==> src/rtl/aurora_stream_traffic.sv <==
// Aurora 8b10b streaming traffic generator and self-synchronising checker.
// Per-lane counter / LFSR / walking-one patterns on TX, lock-and-count on RX.
module aurora_stream_traffic #(
  parameter int N_LANE       = 1,
  parameter int LANE_WIDTH   = 16,
  parameter int DATA_WIDTH   = LANE_WIDTH * N_LANE,
  parameter int LOCK_COUNT   = 4,
  parameter int UNLOCK_COUNT = 8,
  parameter int CNT_WIDTH    = 32
) (
  input  logic                  USER_CLK,
  input  logic                  RESET,
  input  logic                  CHANNEL_UP,
  input  logic [1:0]            MODE,
  input  logic                  TX_ENABLE,
  input  logic                  CLEAR,
  output logic [0:DATA_WIDTH-1] TX_D,
  output logic                  TX_SRC_RDY_N,
  input  logic                  TX_DST_RDY_N,
  input  logic [0:DATA_WIDTH-1] RX_D,
  input  logic                  RX_SRC_RDY_N,
  output logic                  LOCKED,
  output logic                  ERR_FLAG,
  output logic [0:N_LANE-1]     LANE_ERR,
  output logic [CNT_WIDTH-1:0]  ERR_COUNT,
  output logic [CNT_WIDTH-1:0]  RX_WORDS
);

  typedef logic [LANE_WIDTH-1:0] word_t;

  localparam logic [1:0] M_CNT  = 2'b00;
  localparam logic [1:0] M_LFSR = 2'b01;
  localparam logic [1:0] M_WALK = 2'b10;
  localparam logic [1:0] M_IDLE = 2'b11;

  localparam logic [0:0] HUNT = 1'b0;
  localparam logic [0:0] LOCK = 1'b1;

  localparam int MW = $clog2(LOCK_COUNT + 1);
  localparam int BW = $clog2(UNLOCK_COUNT + 1);
  localparam logic [MW-1:0] LOCK_LAST = MW'(LOCK_COUNT - 1);
  localparam logic [BW-1:0] BAD_LAST  = BW'(UNLOCK_COUNT - 1);
  localparam logic [MW-1:0] M_ONE     = MW'(1);
  localparam logic [BW-1:0] B_ONE     = BW'(1);
  localparam logic [CNT_WIDTH-1:0] C_ONE = CNT_WIDTH'(1);

  function automatic word_t next_of(input logic [1:0] m, input word_t x);
    word_t r;
    case (m)
      M_LFSR:  r = {x[14:0], x[15] ^ x[13] ^ x[12] ^ x[10]};
      M_WALK:  r = {x[14:0], x[15]};
      default: r = x + word_t'(1);
    endcase
    return r;
  endfunction

  function automatic word_t seed_of(input logic [1:0] m, input int k);
    word_t r;
    case (m)
      M_LFSR:  r = 16'hACE1 + word_t'(k);
      M_WALK:  r = word_t'(1) << (k % 16);
      default: r = word_t'(k);
    endcase
    return r;
  endfunction

  logic [1:0]     mode_q;
  logic           src_rdy_n_q;
  word_t          gen_q [N_LANE];

  logic [0:0]     state_q;
  logic           started_q;
  logic [MW-1:0]  match_q;
  logic [BW-1:0]  bad_q;
  word_t          pred_q [N_LANE];

  word_t          rx_w [N_LANE];
  logic [0:N_LANE-1] lane_mis;
  logic           any_mis;
  logic           mode_chg;
  logic           reload;
  logic           tx_valid;
  logic           xfer;
  logic           force_hunt;
  logic           sample;
  logic           lock_now;
  logic           word_err;

  assign mode_chg   = (MODE != mode_q);
  assign reload     = !CHANNEL_UP || mode_chg;
  assign tx_valid   = CHANNEL_UP && TX_ENABLE && (MODE != M_IDLE);
  assign xfer       = !src_rdy_n_q && !TX_DST_RDY_N;
  assign force_hunt = !CHANNEL_UP || mode_chg || (MODE == M_IDLE);
  assign sample     = !RX_SRC_RDY_N && !force_hunt;

  always_comb begin
    TX_D = '0;
    for (int k = 0; k < N_LANE; k++)
      TX_D[k*LANE_WIDTH +: LANE_WIDTH] = gen_q[k];
  end

  always_comb begin
    rx_w     = '{default: '0};
    lane_mis = '0;
    for (int k = 0; k < N_LANE; k++) begin
      rx_w[k]     = RX_D[k*LANE_WIDTH +: LANE_WIDTH];
      lane_mis[k] = (rx_w[k] != pred_q[k]);
    end
  end

  assign any_mis  = |lane_mis;
  assign lock_now = sample && (state_q == HUNT) && started_q
                    && !any_mis && (match_q == LOCK_LAST);
  assign word_err = sample && (state_q == LOCK) && any_mis;

  assign TX_SRC_RDY_N = src_rdy_n_q;
  assign LOCKED       = (state_q == LOCK);

  // Seed reload takes priority over an advance in the same cycle.
  always_ff @(posedge USER_CLK) begin
    if (RESET) begin
      mode_q      <= M_CNT;
      src_rdy_n_q <= 1'b1;
      for (int k = 0; k < N_LANE; k++)
        gen_q[k] <= seed_of(M_CNT, k);
    end else begin
      mode_q      <= MODE;
      src_rdy_n_q <= !tx_valid;
      for (int k = 0; k < N_LANE; k++) begin
        if (reload)
          gen_q[k] <= seed_of(MODE, k);
        else if (xfer)
          gen_q[k] <= next_of(mode_q, gen_q[k]);
      end
    end
  end

  always_ff @(posedge USER_CLK) begin
    if (RESET) begin
      state_q   <= HUNT;
      started_q <= 1'b0;
      match_q   <= '0;
      bad_q     <= '0;
      for (int k = 0; k < N_LANE; k++)
        pred_q[k] <= '0;
    end else if (force_hunt) begin
      state_q   <= HUNT;
      started_q <= 1'b0;
      match_q   <= '0;
      bad_q     <= '0;
    end else if (sample) begin
      if (state_q == HUNT) begin
        for (int k = 0; k < N_LANE; k++)
          pred_q[k] <= next_of(mode_q, rx_w[k]);
        if (!started_q) begin
          started_q <= 1'b1;
          match_q   <= '0;
        end else if (any_mis) begin
          match_q <= '0;
        end else if (match_q == LOCK_LAST) begin
          state_q <= LOCK;
          match_q <= '0;
          bad_q   <= '0;
        end else begin
          match_q <= match_q + M_ONE;
        end
      end else begin
        // Free-running prediction: one bad word costs exactly one error.
        for (int k = 0; k < N_LANE; k++)
          pred_q[k] <= next_of(mode_q, pred_q[k]);
        if (!any_mis) begin
          bad_q <= '0;
        end else if (bad_q == BAD_LAST) begin
          state_q   <= HUNT;
          started_q <= 1'b0;
          bad_q     <= '0;
        end else begin
          bad_q <= bad_q + B_ONE;
        end
      end
    end
  end

  // The word that completes lock is counted as received while locked.
  always_ff @(posedge USER_CLK) begin
    if (RESET || CLEAR) begin
      ERR_COUNT <= '0;
      RX_WORDS  <= '0;
      ERR_FLAG  <= 1'b0;
      LANE_ERR  <= '0;
    end else begin
      if (word_err) begin
        ERR_FLAG <= 1'b1;
        LANE_ERR <= LANE_ERR | lane_mis;
        if (ERR_COUNT != '1)
          ERR_COUNT <= ERR_COUNT + C_ONE;
      end
      if (sample && (state_q == LOCK || lock_now) && RX_WORDS != '1)
        RX_WORDS <= RX_WORDS + C_ONE;
    end
  end

endmodule

==> config.mk <==
export PLATFORM = sky130hd
export DESIGN_NAME = aurora_stream_traffic
export DESIGN_NICKNAME = d
export VERILOG_FILES = /design/src/rtl/aurora_stream_traffic.sv
export SDC_FILE = /design/constraint.sdc
export NUM_CORES = 1
export LEC_CHECK = 0
export ABC_AREA = 1
export CELL_PAD_IN_SITES_DETAIL_PLACEMENT = 2
export CELL_PAD_IN_SITES_GLOBAL_PLACEMENT = 2
export CORE_MARGIN = 10
export CORE_UTILIZATION = 33
export DETAILED_ROUTE_END_ITERATION = 12
export PLACE_DENSITY_LB_ADDON = 0.08
export SLEW_MARGIN = 20
export SYNTH_ARGS = -nofsm -noshare
export SYNTH_HDL_FRONTEND = slang
export SYNTH_SLANG_ARGS = --single-unit
==> constraint.sdc <==
create_clock -name USER_CLK -period 3 [get_ports USER_CLK]
set_clock_uncertainty 0.05 [all_clocks]
set_input_delay 0.6 -clock USER_CLK [delete_from_list [all_inputs] [get_ports USER_CLK]]
set_output_delay 0.6 -clock USER_CLK [all_outputs]
set_load 0.01 [all_outputs]
==> reports/results.txt <==
Fillers = 2854
Global-route met3 utilization = 0.0308
Post-synthesis cell area = 0.00785 mm²
I/O pin total = 109
Top cell by count, worst path = nand2_1
Die Footprint = 0.0304 mm²
Mapped Nets = 1213
Worst setup EP type = flip-flop
Setup TNS = 0 ns
Antenna violations before repair = 0
PwrDens = 346 mW/mm²
Clock network power share = 0.416
Pin count of the biggest net entering global routing = 46
Multi-input logic area = 0.00464 mm²
Post-synthesis compound-gate area fraction = 0.125
Post-layout instance area = 0.00961 mm²
Maxcap violations = 0
Post-route ant nets = 0
CTS root buf = clkbuf_16
Iter 0 DRT Violations = 407
Final Hold Viols = 0
Post-synthesis simple-gate area fraction = 0.365
Chip Width = 174 µm
Grt met2 use = 0.350
Worst hold path type = reg2reg
I/O Buffers = 108
Setup Viol. Count Final = 0
Clock-pin slew of the registers on the worst-case setup and hold paths = 0.08 ns
Synth Area per Inst = 6.67 µm²
Overflow after GRT = 0
Starting Density = 0.335
Adder-cell area share of the yosys netlist = 0.0175
Number of placement rows = 56
Reg area = 0.00252 mm²
First-pass GRT wire length = 49100 µm
Vias per cell = 5.18
Largest family of logic cells by synthesized area = simple AND/OR/NAND/NOR gates
GP Congestion = 0.839
Comb power frac = 0.106
Slew @ Worst Pin = 0.711 ns
Vias in the first global route = 9240
Post-CTS Setup Repair Bufs = 0
Hold-fix buffers, CTS = 0
Leakage = 3.47 nW
Slew margin rel. = 0.523
Pins over their slew limit = 0
Sink Count = 110
GR Util met1 = 0.236
TritonCTS Buffers = 9
CTS max path bufs = 2
CTS tree = done
Pre-Repair DR Iteration Count = 5
H-tree levels = 3
CP Cell Sequence = clkdlybuf4s50_1 > ha_1 > inv_1 > nand2_1 > inv_1 > nand2_1 > nor2_2 > nand2_1 > nor2_1 > a31oi_1 > o21ai_0
CP Buf/Inv Count = 3
Unrepaired setup endpoints after global routing = false
Worst ir drop on vdd = 0.000248 V
Sequential share of the synthesized area = 0.321
Synth cell types = 43
Fin crit period = 2.61 ns
Data required time at the worst endpoint = 3.03 ns
Share of cells above drive strength 1 = 0.0724
Core area = 0.0235 mm²
Reg2reg path depth = 10
ANT cells = 0
Vias post-DR = 8311
Worst Hold Path Cells = 2
Grt peak-use layer = met2
Critical Path AT = 2.64 ns
Cell family with most CP delay = simple AND/OR/NAND/NOR gates
Drt drc = 0
Status = finished, final reports clean
XOR/XNOR share of the synthesized area = 0.0825
Worst Path Max Fanout = 12
Hold Path End = match_q[2]$_SDFFE_PP0N_
Worst R2R Setup Slack = 0.56 ns
Placed Area = 0.00928 mm²
CP Class = in2reg
NetSw = 0.000898 W
Yosys warning total = 0
Hold Startpoint = match_q[2]$_SDFFE_PP0N_
Yosys reg bits = 110
CP max stage cell = clkdlybuf4s50_1
Nets@finish = 1316
Part of the power in registers = 0.478
P_int = 0.00243 W
Post-synthesis mux area share = 0
Layout area overhead = 22.4%
Crit share post-route = 0.870
Most used cells in the layout excluding fill and tap cells = nand2_1, nor2_1, clkdlybuf4s50_1
Worst r2r src = ERR_COUNT[0]$_SDFFE_PP0P_
Switching Fraction = 0.270
Resize count post-CTS = 0
Die outline height = 174 µm
Most common cell after layout, fill and taps aside = nand2_1
Worst setup SP type = input port
Wire per inst = 18.5 µm
Dpl hpwl = 22200 µm
Clock Latency Late Sink = 0.37 ns
Mapped Cells = 1177
GR Util All Layers = 0.194
Fmax achieved = 383 MHz
Reg2reg end = ERR_COUNT[0]$_SDFFE_PP0P_
Max stage delay on crit path = 0.57 ns
Drt total wl = 29700 µm
Yosys cell counts (all sizes together):
| cell | number | area [µm²] |
|---|---|---|
| nand3b | 3 | 22.5 |
| a21oi | 96 | 522 |
| a31oi | 4 | 25.0 |
| nand2b | 2 | 12.5 |
| nand2 | 350 | 1370 |
| o21ai | 54 | 270 |
| o31ai | 1 | 7.51 |
| nor2 | 128 | 513 |
| xnor2 | 23 | 201 |
| a22oi | 8 | 60.1 |
| clkbuf | 15 | 57.6 |
| nor3b | 1 | 7.51 |
| a22o | 1 | 8.76 |
| dfxtp | 78 | 1560 |
| nor3 | 35 | 198 |
| o22ai | 11 | 68.8 |
| buf | 25 | 224 |
| nor4 | 2 | 12.5 |
| or2 | 1 | 6.26 |
| edfxtp | 32 | 961 |
| inv | 109 | 409 |
| nand3 | 109 | 561 |
| nand4 | 23 | 156 |
| and2 | 1 | 6.26 |
| ha | 11 | 138 |
| o211ai | 3 | 22.5 |
| xor2 | 51 | 447 |
how the worst max path moves through the flow:
stage / startpoint / endpoint / slack (ns) / cells after the start
2_1_floorplan: MODE[0] / gen_q[0][0]$_DFFE_PP_ / 0.84 / 9
3_3_place_gp: MODE[0] / pred_q[0][10]$_DFFE_PP_ / 0.12 / 11
3_5_place_dp: MODE[0] / pred_q[0][5]$_DFFE_PP_ / 0.04 / 11
4_1_cts: MODE[0] / ERR_COUNT[9]$_SDFFE_PP0P_ / 0.41 / 12
6_report: MODE[0] / pred_q[0][5]$_DFFE_PP_ / 0.39 / 11
5_1_grt: MODE[0] / ERR_COUNT[29]$_SDFFE_PP0P_ / 0.16 / 12
metrics by stage:
step                setup WS (ns)   util  total power [W]  std cells  hold slack, ns
floorplan                   0.842      -          0.00181       1177           0.370
global placement            0.123  0.395          0.00197       1588           0.384
detailed placement         0.0414  0.395          0.00198       1588           0.398
CTS                         0.409  0.409          0.00338       1604           0.410
global route                0.158  0.409          0.00348       1604           0.434
finish                      0.389  0.409          0.00333       1604           0.405
worst min-delay path: cells and delay by family (launching register included):
| kind | cells | cell delay, ns |
|---|---|---|
| AOI/OAI and AO/OA | 1 | 0.04 |
| and+or+nand+nor | 1 | 0.06 |
| DFF | 1 | 0.32 |
sequential cells by signal, indices dropped and copies added (netlist names), 2 cells and up:
| signal | count |
|---|---|
| RX_WORDS | 32 |
| bad_q | 4 |
| match_q | 3 |
| gen_q | 16 |
| pred_q | 16 |
| ERR_COUNT | 32 |
| mode_q | 2 |
logic make-up (layout without fill, tap and decap cells):
logic type / Yosys count / after routing
adder cells (fa/ha/maj): 11 / 11
flip-flops: 110 / 110
AO/OA/AOI/OAI: 178 / 178
buffers and inverters: 149 / 257
XOR/XNOR: 74 / 74
AND/OR/NAND/NOR: 655 / 655
power by group through the flow:
stage / registers (W) / logic, W / clock network (W)
4_1_cts: 0.00159 / 0.000358 / 0.00143
2_1_floorplan: 0.00162 / 0.000189 / 0
3_3_place_gp: 0.00162 / 0.000343 / 0
3_5_place_dp: 0.00163 / 0.000354 / 0
6_report: 0.00159 / 0.000352 / 0.00138
5_1_grt: 0.00160 / 0.000394 / 0.00149
per-layer routing:
| layer | vias to the layer above | part of all wire |
|---|---|---|
| li1 | 4059 | - |
| met1 | 4145 | 0.45 |
| met2 | 92 | 0.51 |
| met3 | 15 | 0.031 |
| met4 | 0 | 0.0095 |
| met5 | - | 0 |
final cells by class:
| cell class | instances | area share |
|---|---|---|
| inverter | 109 | 0.0426 |
| clock inverter | 7 | 0.0109 |
| multi-input combinational | 918 | 0.483 |
| tap | 319 | 0.0415 |
| clock buffer | 9 | 0.0234 |
| sequential | 110 | 0.262 |
| timing repair buffer | 132 | 0.136 |
No activity file was read; power rests on OpenSTA's default activity.
